**config.mk**
```make
export PLATFORM = sky130hd
export DESIGN_NAME = load_store_unit
export DESIGN_NICKNAME = d
export VERILOG_FILES = /design/src/rtl/lsu_pkg.sv /design/src/rtl/lsu_lane.sv /design/src/rtl/load_store_unit.sv
export SDC_FILE = /design/constraint.sdc
export NUM_CORES = 1
export LEC_CHECK = 0
export ABC_AREA = 0
export BUFFER_PORTS_ARGS = -buffer_cell sky130_fd_sc_hd__buf_2
export CAP_MARGIN = 20
export CORE_UTILIZATION = 40
export DETAILED_ROUTE_END_ITERATION = 10
export PLACE_DENSITY = 0.7
export SLEW_MARGIN = 40
export SYNTH_ARGS = -nofsm -noshare
export SYNTH_HDL_FRONTEND = slang
export SYNTH_SLANG_ARGS = --single-unit
```
**constraint.sdc**
```tcl
create_clock -name clk -period 3.1 [get_ports clk]
set_clock_uncertainty 0.1 [all_clocks]
set_input_delay 0.465 -clock clk [delete_from_list [all_inputs] [get_ports clk]]
set_output_delay 0.465 -clock clk [all_outputs]
set_load 0.05 [all_outputs]
```
**src/rtl/lsu_pkg.sv**
```systemverilog
// lsu_pkg: shared op-field positions, size codes and FSM states for the load/store unit
package lsu_pkg;
    localparam int OP_ST = 3;
    localparam int OP_UNS = 2;
    localparam int OP_SZ_HI = 1;
    localparam int OP_SZ_LO = 0;
    localparam logic [1:0] SZ_B = 2'b00;
    localparam logic [1:0] SZ_H = 2'b01;
    localparam logic [1:0] SZ_W = 2'b10;
    typedef enum logic [1:0] {IDLE, RD, WR, RESP} state_t;
endpackage

```
**src/rtl/lsu_lane.sv**
```systemverilog
// lsu_lane: little-endian lane extraction with sign/zero extension, and sub-word store merge
// size/uns/off select the lane; rdata is the memory word, wdata the store data;
// ldata is the extended load value, mdata the word to write back.
module lsu_lane
    import lsu_pkg::*;
(
    input  logic [1:0]  size,
    input  logic        uns,
    input  logic [1:0]  off,
    input  logic [31:0] rdata,
    input  logic [31:0] wdata,
    output logic [31:0] ldata,
    output logic [31:0] mdata
);
    logic [7:0]  b;
    logic [15:0] h;
    always_comb begin
        b = rdata[8*off +: 8];
        h = rdata[16*off[1] +: 16];
        ldata = size == SZ_B ? {{24{b[7] & ~uns}}, b}
              : size == SZ_H ? {{16{h[15] & ~uns}}, h} : rdata;
        mdata = rdata;
        if (size == SZ_B) mdata[8*off +: 8] = wdata[7:0];
        else if (size == SZ_H) mdata[16*off[1] +: 16] = wdata[15:0];
        else mdata = wdata;
    end
endmodule

```
**src/rtl/load_store_unit.sv**
```systemverilog
// load_store_unit: single-outstanding byte/half/word load/store initiator for a word-wide data memory
// req_*: request handshake and payload; rsp_*: one-cycle response;
// mem_*: word address, write data, write strobe and combinational read data.
module load_store_unit
    import lsu_pkg::*;
#(
    parameter int MEM_WORDS = 256
) (
    input  logic        clk,
    input  logic        rst,
    input  logic        req_valid,
    output logic        req_ready,
    input  logic [3:0]  req_op,
    input  logic [31:0] req_addr,
    input  logic [31:0] req_wdata,
    output logic        rsp_valid,
    output logic [31:0] rsp_rdata,
    output logic        rsp_err,
    output logic [31:0] mem_addr,
    output logic [31:0] mem_wdata,
    output logic        mem_wr,
    input  logic [31:0] mem_rdata
);
    state_t      state, nxt;
    logic [3:0]  op_q;
    logic [31:0] addr_q, wdata_q, rdata_q, ldata, mdata;
    logic        err_q, err;
    logic [1:0]  sz;
    assign sz = req_op[OP_SZ_HI:OP_SZ_LO];
    assign err = sz == 2'b11 || (sz == SZ_H && req_addr[0]) ||
                 (sz == SZ_W && req_addr[1:0] != 2'b00) || req_addr >= 32'(MEM_WORDS * 4);
    lsu_lane u_lane (
        .size  (op_q[OP_SZ_HI:OP_SZ_LO]),
        .uns   (op_q[OP_UNS]),
        .off   (addr_q[1:0]),
        .rdata (mem_rdata),
        .wdata (wdata_q),
        .ldata (ldata),
        .mdata (mdata)
    );
    always_ff @(posedge clk or posedge rst) begin
        if (rst) begin
            state   <= IDLE;
            op_q    <= '0;
            addr_q  <= '0;
            wdata_q <= '0;
            rdata_q <= '0;
            err_q   <= 1'b0;
        end else begin
            state <= nxt;
            if (state == IDLE && req_valid) begin
                op_q    <= req_op;
                addr_q  <= req_addr;
                wdata_q <= req_wdata;
                err_q   <= err;
                rdata_q <= '0;
            end
            // RD feeds either the response register (load) or the write-back word (sub-word store)
            if (state == RD) begin
                if (op_q[OP_ST]) wdata_q <= mdata;
                else rdata_q <= ldata;
            end
        end
    end
    always_comb begin
        nxt = state == IDLE ? (!req_valid ? IDLE : err ? RESP
                              : (req_op[OP_ST] && sz == SZ_W) ? WR : RD)
            : state == RD ? (op_q[OP_ST] ? WR : RESP)
            : state == WR ? RESP : IDLE;
        req_ready = state == IDLE;
        rsp_valid = state == RESP;
        rsp_rdata = state == RESP ? rdata_q : '0;
        rsp_err   = state == RESP && err_q;
        mem_addr  = (state == RD || state == WR) ? {addr_q[31:2], 2'b00} : '0;
        mem_wdata = state == WR ? wdata_q : '0;
        mem_wr    = state == WR;
    end
endmodule

```
==> qor.yml, run 1 <==
pwr:
  pwr-share-comb: 0.630
  cellInternalPower_mw: 4.56
  power.density_mw_per_mm2: 1300
  peakVddDrop_mv: 0.856
  p_switching_mw: 5.25
  fin_total_pwr_mw: 9.81
  power_leakage_nw: 3.61
  p_seq_frac: 0.257
  p_sw_frac: 0.535
  p_clk_frac: 0.113
timing:
  drv_slew: 0
  holdWs_ns: 0.180
  rsz0062_at_grt: "false"
  final-hold-violation-count: 0
  setup_viol: 0
  fin_tns_setup_ns: 0
  relSlewSlack: 0.480
  finalWorstSetupSlack_ns: 0.467
  finalCriticalPeriod_ns: 2.63
  tightest_slew_ns: 0.775
  finalCritPeriodShare: 0.849
  fmax_mhz: 380
detailed_routing:
  ant_nets: 0
  dr.pass1.iters: 5
  vias_per_cell: 5.59
  post-route-drc-count: 0
  first_iter_violations: 457
  wirelength_um: 18100
  top_layer: "met5"
  wl_met1_um: 7680
  met3_length_um: 1380
  dr_total_vias: 5473
  wl_met2_um: 8570
  wl_per_cell_um: 18.5
global_route:
  first_global_vias: 5379
  antenna_found_initial: 2
  grt_pass1_wl_um: 28400
  grt_max_degree: 68
  track_usage: 0.229
  grt_overflow: 0
cts:
  cts_tree: "done"
  cts_root_buf: "clkbuf_16"
  numClockSinks: 103
  cts_hold_buffers: 0
  htreeDepth: 3
  insertion_delay_ns: 0.36
  clkTransAtPathRegs_ns: 0.07
  cts_resized: 0
  post_cts_buffers: 0
  cts_buffers: 9
  cts.path.max_buffers: 2
die:
  initial_utilization: 0.409
  num_rows: 45
  core-area_mm2: 0.0151
  die_w_um: 126
  die_area_mm2: 0.0160
  pin_count: 203
  die_y_um: 126
placement:
  pre_cts_ws_ns: 0.819
  place_area_mm2: 0.00727
  place_hpwl_um: 13400
  place_congestion: 0.891
  io_buffers: 200
hold_path:
  worstHoldPathType: "primary input to asynchronous set/reset pin"
yosys:
  synth_ff_type: "dfrtp_1"
  synthTopCellsByArea: "dfrtp_1 (42%), and2_1 (9.7%), mux2_2 (9.1%)"
  ys_seq_area_frac: 0.417
  synth_edf_count: 0
  netlist.area_leader.share: 0.417
  synth_top_area_cell: "dfrtp_1"
  synth_area_mm2: 0.00619
  async_flop_share: 1.00
  synth_cells: 606
  yosys_warnings: 0
  synth_cell_types: 54
  synth-seq-cells: 103
  syn_avg_cell_area_um2: 10.2
critical_path:
  start_kind: "flop"
  path_cells: "inv_1 > ha_1 > and2_1 > buf_2"
  worstPathRequired_ns: 2.53
  path_buf_inv: 2
  cpPeakStageDelay_ns: 0.77
  arrival_ns: 2.07
  r2r_setup_slack_ns: 0.80
  critical_path.top_delay_family: "adder cells"
  cp_max_fo: 31
  worstSetupEndpointType: "primary output"
  cp_slowest_cell: "ha_1"
  path_class: "flop to primary output"
job:
  drv_cap: 0
final_layout:
  areaGrowthSynthToFinish_pct: 22.2
  layout_common_cells: "buf_2 (200), dfrtp_1 (103), and2_1 (96), a21oi_1 (64)"
  drive_gt1_frac: 0.409
  finish.instance_area_mm2: 0.00756
  final_common_cell: "buf_2"
  layout.nets: 897
status:
  outcome: "finished clean"
tightest hold or removal path, delay by kind of cell:
| kind | cells | cell delay [ns] |
|---|---|---|
| buffers and inverters | 3 | 0.63 |
cells by family (layout without fill, tap and decap cells):
kind of cell,Yosys count,in the layout,synth area share
fa+ha+maj,9,9,0.0182
flops,103,103,0.417
mux,70,70,0.140
compound gates,160,160,0.190
simple gates,207,207,0.185
buf+inv,56,239,0.0499
other cells,1,3,0.000606
cell usage after synthesis, types with 3 or more instances:
| library cell | instances |
|---|---|
| mux4_2 | 8 |
| inv_1 | 11 |
| mux2i_1 | 12 |
| buf_6 | 6 |
| and2_1 | 96 |
| dfrtp_1 | 103 |
| a31oi_1 | 8 |
| o22ai_1 | 17 |
| a21oi_1 | 64 |
| a221oi_2 | 8 |
| nand2_1 | 51 |
| mux2_2 | 50 |
| a221o_1 | 15 |
| buf_4 | 10 |
| clkbuf_1 | 14 |
| o21ai_0 | 14 |
| o21ai_2 | 3 |
| o221ai_2 | 7 |
| buf_2 | 13 |
| a22oi_1 | 8 |
| nor2_1 | 29 |
| nor4_1 | 6 |
| ha_1 | 9 |
through the flow:
stage,utilization,instances
floorplan,-,607
global placement,0.480,962
detailed placement,0.480,962
CTS,0.499,978
global route,0.499,979
finish,0.499,979
area by class of cell:
cell class | count | area, µm²
flip-flops and latches | 103 | 2580
diodes | 1 | 2.50
inverters | 11 | 45.0
clock buffers | 9 | 225
multi-input cells | 448 | 3310
clock inverters | 7 | 57.6
repair buffers | 212 | 1110
well taps | 188 | 235
fillers | 1445 | 7580
routing by layer:
layer,global-route usage,vias to the layer above
met4,0.0695,2
met3,0.0607,43
met1,0.294,2647
li1,-,2525
met5,0,-
met2,0.379,256
sequential cells by signal, summed over array words and instances (netlist names):
signal   count
op_q         4
rdata_q     32
err_q        1
state        2
wdata_q     32
addr_q      32
path summary, 6_finish.rpt:
| path | startpoint | endpoint | depth (start not counted) |
|---|---|---|---|
| max | state[0] | mem_addr[22] | 4 |
| min | rst | addr_q[4] | 3 |
| max reg2reg | state[0] | wdata_q[27] | 6 |
| min reg2reg | err_q | err_q | 2 |
| max in group asynchronous | rst | rdata_q[0] | 3 |
| min in group clk | req_wdata[14] | wdata_q[14] | 3 |
power groups by stage:
| stage | clock, mW | sequential [mW] | combinational, mW |
|---|---|---|---|
| 2_1_floorplan | 0 | 2.31 | 5.11 |
| 3_3_place_gp | 0 | 2.53 | 6.07 |
| 3_5_place_dp | 0 | 2.53 | 6.17 |
| 4_1_cts | 1.14 | 2.52 | 6.19 |
| 5_1_grt | 1.18 | 2.60 | 6.60 |
| 6_report | 1.11 | 2.53 | 6.18 |
(Power assumes the default switching activity.)
==> inputs of run 2 (changes only) <==
- PLACE_DENSITY: 0.7 -> 0.68
- clock period: 3.1 -> 2.7 ns (I/O delays scaled with it)
==> run 2 against run 1 <==
Combinational power is 16% higher. Sequential power rose by 13%. Final cell count increased by 0.82%. Largest cell class unchanged.
==> qor.yml, run 2 (same netlist as run 1, synthesis figures left out) <==
status:
  outcome: "finished clean"
detailed_routing:
  wirelength_um: 18400
  first_iter_violations: 491
  vias_per_cell: 5.59
  wl_per_cell_um: 18.6
  post-route-drc-count: 0
  ant_nets: 0
  dr_total_vias: 5516
  dr.pass1.iters: 5
global_route:
  track_usage: 0.235
  grt_pass1_wl_um: 29000
  first_global_vias: 5447
  antenna_found_initial: 0
  grt_overflow: 0
  grt_max_degree: 53
hold_path:
  worstHoldPathType: "primary input to flop"
  hold_start: "req_wdata[13]"
  min_to: "wdata_q[13]"
  worstHoldPathCells: 3
timing:
  rsz0062_at_grt: "false"
  fmax_mhz: 437
  holdWs_ns: 0.156
  relSlewSlack: 0.492
  final-hold-violation-count: 0
  setup_viol: 0
  finalCriticalPeriod_ns: 2.29
  finalWorstSetupSlack_ns: 0.409
  tightest_slew_ns: 0.762
  drv_slew: 0
  fin_tns_setup_ns: 0
  finalCritPeriodShare: 0.848
placement:
  io_buffers: 200
  place_hpwl_um: 13600
  place_congestion: 0.928
  pre_cts_ws_ns: 0.591
die:
  die_w_um: 126
  core-area_mm2: 0.0151
  num_rows: 45
  initial_utilization: 0.409
  pin_count: 203
  die_y_um: 126
  die_area_mm2: 0.0160
cts:
  cts.path.max_buffers: 2
  cts_buffers: 9
  cts_resized: 0
  htreeDepth: 3
  clkTransAtPathRegs_ns: 0.08
  cts_tree: "done"
  cts_root_buf: "clkbuf_16"
  insertion_delay_ns: 0.37
  numClockSinks: 103
pwr:
  p_sw_frac: 0.534
  cellInternalPower_mw: 5.27
  power_leakage_nw: 3.66
  p_switching_mw: 6.04
  power.density_mw_per_mm2: 1480
  pwr-share-comb: 0.635
  p_seq_frac: 0.254
  peakVddDrop_mv: 1.01
  p_clk_frac: 0.111
  fin_total_pwr_mw: 11.3
final_layout:
  insertedDiodeCount: 0
  final_common_cell: "buf_2"
  areaGrowthSynthToFinish_pct: 23.5
  layout.nets: 906
  layout_common_cells: "buf_2 (200), dfrtp_1 (103), and2_1 (96), a21oi_1 (64)"
  reg_top3: "addr_q: 32 flops, rdata_q: 32 flops, wdata_q: 32 flops"
  drive_gt1_frac: 0.412
critical_path:
  reg2reg_from: "state[1]"
  path_class: "flop to primary output"
  worstSetupEndpointType: "primary output"
  reg2reg_depth: 6
  arrival_ns: 1.79
  worstPathRequired_ns: 2.19
  regToRegEndpoint: "wdata_q[31]"
  cp_max_fo: 31
  start_kind: "flop"
  r2r_setup_slack_ns: 0.54
job:
  drv_cap: 0
==> run 2: changes by cell type in the layout (fill, tap and decap cells not counted) <==
cell and change:
buf_4 +7, buf_12 +2, clkinv_4 -2, buf_6 -1, clkbuf_1 +1, clkinv_2 +1
diode_2 -1, dlygate4sd3_1 +1, ha_1 +1, ha_2 -1
==> run 2: how the worst max path moves through the flow <==
stage,start,end,slack [ns],cells past startpoint
after floorplan,state[0],mem_wdata[31],0.50,4
after global placement,addr_q[1],wdata_q[27],0.58,7
after detailed placement,state[1],wdata_q[31],0.59,6
after CTS,state[0],mem_addr[13],0.40,5
after global routing,state[0],mem_addr[6],0.28,5
final,state[0],mem_addr[13],0.41,5
==> run 2: repair_timing <==
item,4_1_cts,5_1_grt
hold buffers,0,1
setup buffers,0,0
endpoints found under the hold margin,0,5
==> run 2: critical path, stage by stage (launching register included) <==
cell and delay [ns]:
dfrtp_1 0.38, inv_1 0.07, ha_1 0.27, buf_4 0.26
and2_1 0.18, buf_2 0.27
==> run 2: final cells by class <==
cell class / count / area (µm²)
repair buffers: 221 / 1200
inverters: 11 / 45.0
multi-input cells: 448 / 3310
fillers: 1423 / 7510
well taps: 188 / 235
flip-flops and latches: 103 / 2580
clock buffers: 10 / 229
clock inverters: 6 / 45.0
==> run 2: routing by layer <==
metal  GRT usage  up-vias  share of wire
met2       0.374      271           0.46
met3      0.0662       31          0.079
li1            -     2543              -
met4      0.0815        0          0.026
met1       0.307     2671           0.43
met5           0        -              0
==> run 2: metrics by stage <==
step | cells | cell area (µm²) | util
finish | 987 | 7640 | 0.504
global route | 987 | 7640 | 0.504
CTS | 985 | 7610 | 0.502
detailed placement | 969 | 7340 | 0.484
global placement | 969 | 7340 | 0.484
floorplan | 607 | 6190 | -
==> run 2: power by group through the flow <==
stage / logic, mW / registers, mW / clock network, mW
CTS: 7.19 / 2.87 / 1.27
finish: 7.18 / 2.87 / 1.26
detailed placement: 7.17 / 2.89 / 0
global placement: 7.10 / 2.87 / 0
global route: 7.70 / 2.97 / 1.34
floorplan: 5.87 / 2.65 / 0
==> inputs of run 3 (changes only) <==
- ABC_AREA: 0 -> 1
- clock period: 2.7 -> 1.83 ns (I/O delays scaled with it)
==> run 3 against run 2 <==
The run now ends with hold timing, setup timing left. Core utilization is 9.8 points higher. Final cell count up 57%. Clock power up 46%. Synthesized cell count rose by 85%. Die area increased by 16%. Power is 91% higher. Wire length grew 36%. Hold slack got worse by 0.17 ns. Non-clock buffer count up 33. Flip-flop and latch count stayed put. Cell area increased by 37%. Critical path type unchanged. Critical endpoint is now rsp_rdata[11]. Largest cell class unchanged.
==> qor.yml, run 3 <==
job:
  drv_cap: 0
detailed_routing:
  vias_per_cell: 5.15
  wirelength_um: 25000
  wl_per_cell_um: 16.1
  ant_nets: 0
  dr_total_vias: 7967
  post-route-drc-count: 0
  first_iter_violations: 586
  dr.pass1.iters: 5
status:
  violations: "hold timing, setup timing"
  outcome: "complete, but fails checks"
final_layout:
  drive_gt1_frac: 0.346
  layout_common_cells: "nand2_1 (380), nand3_1 (108), buf_2 (103), dfrtp_1 (102), inv_1 (94)"
  finish.instance_area_mm2: 0.0105
  reg_top3: "addr_q: 32 flops, rdata_q: 32 flops, wdata_q: 32 flops"
  nFillCells: 1580
  areaGrowthSynthToFinish_pct: 46.4
  final_common_cell: "nand2_1"
  fin_util: 0.603
  insertedDiodeCount: 0
  layout.nets: 1429
die:
  die_area_mm2: 0.0185
  num_rows: 48
  die_y_um: 136
  initial_utilization: 0.412
  core-area_mm2: 0.0174
  die_w_um: 136
  pin_count: 203
global_route:
  first_global_vias: 7197
  track_usage: 0.256
  grt_max_degree: 104
  grt_pass1_wl_um: 36800
  antenna_found_initial: 0
  grt_overflow: 0
yosys:
  synth-seq-cells: 103
  synth_cell_types: 31
  synth_most_common_cell: "nand2_1"
  ys_seq_area_frac: 0.360
  netlist.area_leader.share: 0.360
  synth_edf_count: 0
  synth_cells: 1119
  synthTopCellsByArea: "dfrtp_1 (36%), nand2_1 (23%), inv_1 (9.0%)"
  yosys_warnings: 0
  synth_area_mm2: 0.00717
  syn_avg_cell_area_um2: 6.41
  async_flop_share: 1.00
  synth_commonest_cells: "nand2_1 (444), inv_1 (172), nand3_1 (109)"
  synth_top_area_cell: "dfrtp_1"
  synth_ff_type: "dfrtp_1"
critical_path:
  arrival_ns: 1.65
  reg2reg_depth: 9
  worstPathRequired_ns: 1.46
  regToRegEndpoint: "wdata_q[17]"
  reg2reg_from: "addr_q[0]"
  worstSetupEndpointType: "primary output"
  cp_max_fo: 8
  r2r_setup_slack_ns: 0.09
  path_class: "flop to primary output"
  start_kind: "flop"
pwr:
  power_leakage_nw: 5.50
  peakVddDrop_mv: 1.33
  power.density_mw_per_mm2: 2060
placement:
  pre_cts_ws_ns: 0.0725
  place_congestion: 0.927
  place_area_mm2: 0.00880
  io_buffers: 200
  place_hpwl_um: 16900
hold_path:
  worstHoldPathType: "primary input to asynchronous set/reset pin"
timing:
  tightest_slew_ns: 0.573
  final-hold-violation-count: 41
  setup_viol: 97
  rsz0062_at_grt: "true"
  finalCriticalPeriod_ns: 2.03
  drv_slew: 0
  fin_tns_setup_ns: -13.83
  finalCritPeriodShare: 1.11
  relSlewSlack: 0.618
  holdWs_ns: -0.0177
  fmax_mhz: 493
  finalWorstSetupSlack_ns: -0.197
cts:
  htreeDepth: 3
  insertion_delay_ns: 0.36
  numClockSinks: 103
  cts.path.max_buffers: 2
  cts_root_buf: "clkbuf_16"
  cts_buffers: 9
  clkTransAtPathRegs_ns: 0.07
  cts_tree: "done"
==> run 3: cell count changes in the layout (fill, tap and decap cells not counted), moves of 58 or more <==
| cell | change |
|---|---|
| buf_2 | -97 |
| nand3_1 | +107 |
| nand2_1 | +330 |
| and2_1 | -96 |
| buf_6 | +58 |
| inv_1 | +84 |
| clkinvlp_4 | +59 |
==> run 3: final cells by class <==
class / count / area (µm²) / share of cell area
Multi-Input combinational cell: 767 / 3940 / 0.375
Timing Repair Buffer: 254 / 2500 / 0.238
Clock inverter: 7 / 47.5 / 0.00453
Sequential cell: 103 / 2580 / 0.246
Inverter: 182 / 925 / 0.0881
Clock buffer: 9 / 225 / 0.0215
Tap cell: 225 / 282 / 0.0268
==> run 3: per-stage QoR <==
stage,hold WS [ns],cells,power [mW]
6_report,-0.0177,1547,21.6
4_1_cts,0.000981,1537,19.6
2_1_floorplan,0.284,1120,13.5
3_5_place_dp,0.365,1516,16.5
3_3_place_gp,0.364,1516,16.4
5_1_grt,0.0189,1547,23.0
==> run 3: power breakdown <==
group | internal, mW | total (mW) | switching, mW | leakage [nW]
clock network | 0.926 | 1.84 | 0.917 | 0.132
registers | 3.38 | 4.52 | 1.14 | 1.27
logic | 5.87 | 15.3 | 9.40 | 4.10
==> run 3: how the worst max path moves through the flow <==
stage | start | to | slack (ns) | cells past startpoint
detailed placement | state[0] | addr_q[1] | 0.07 | 7
finish | state[0] | rsp_rdata[11] | -0.20 | 6
CTS | state[0] | mem_addr[22] | -0.22 | 6
global placement | state[0] | addr_q[0] | 0.02 | 7
global route | state[0] | rsp_rdata[11] | -0.24 | 6
floorplan | state[0] | rsp_err | -0.09 | 5
==> run 3: per-layer routing <==
metal / global-route usage / up-vias / part of all wire
met5: 0 / - / 0
met4: 0.0611 / 0 / 0.015
met3: 0.0541 / 27 / 0.078
met2: 0.434 / 314 / 0.49
met1: 0.333 / 3760 / 0.42
li1: - / 3866 / -
==> run 3: logic make-up (layout without fill, tap and decap cells) <==
group | Yosys count | after routing | share of synthesized area
compound gates | 158 | 158 | 0.134
fa+ha+maj | 9 | 9 | 0.0157
buf+inv | 250 | 452 | 0.144
flops | 103 | 103 | 0.360
other cells | 1 | 2 | 0.000523
simple gates | 598 | 598 | 0.346
==> run 3: what timing repair did <==
item | in CTS | in global routing
pin swaps | 0 | 18
resized for setup | 173 | 197
cloned | 1 | 9
buffers inserted | 2 | 1
endpoints found under the hold margin | 2 | 0
hold buffers | 2 | 0
endpoints found under the setup margin | 97 | 135
==> run 3: worst max-delay path, stage by stage (launching register included) <==
cell and delay, ns:
dfrtp_1 0.41, buf_6 0.13, ha_4 0.21, clkbuf_16 0.20
nand2_2 0.09, clkinvlp_4 0.07, buf_6 0.15
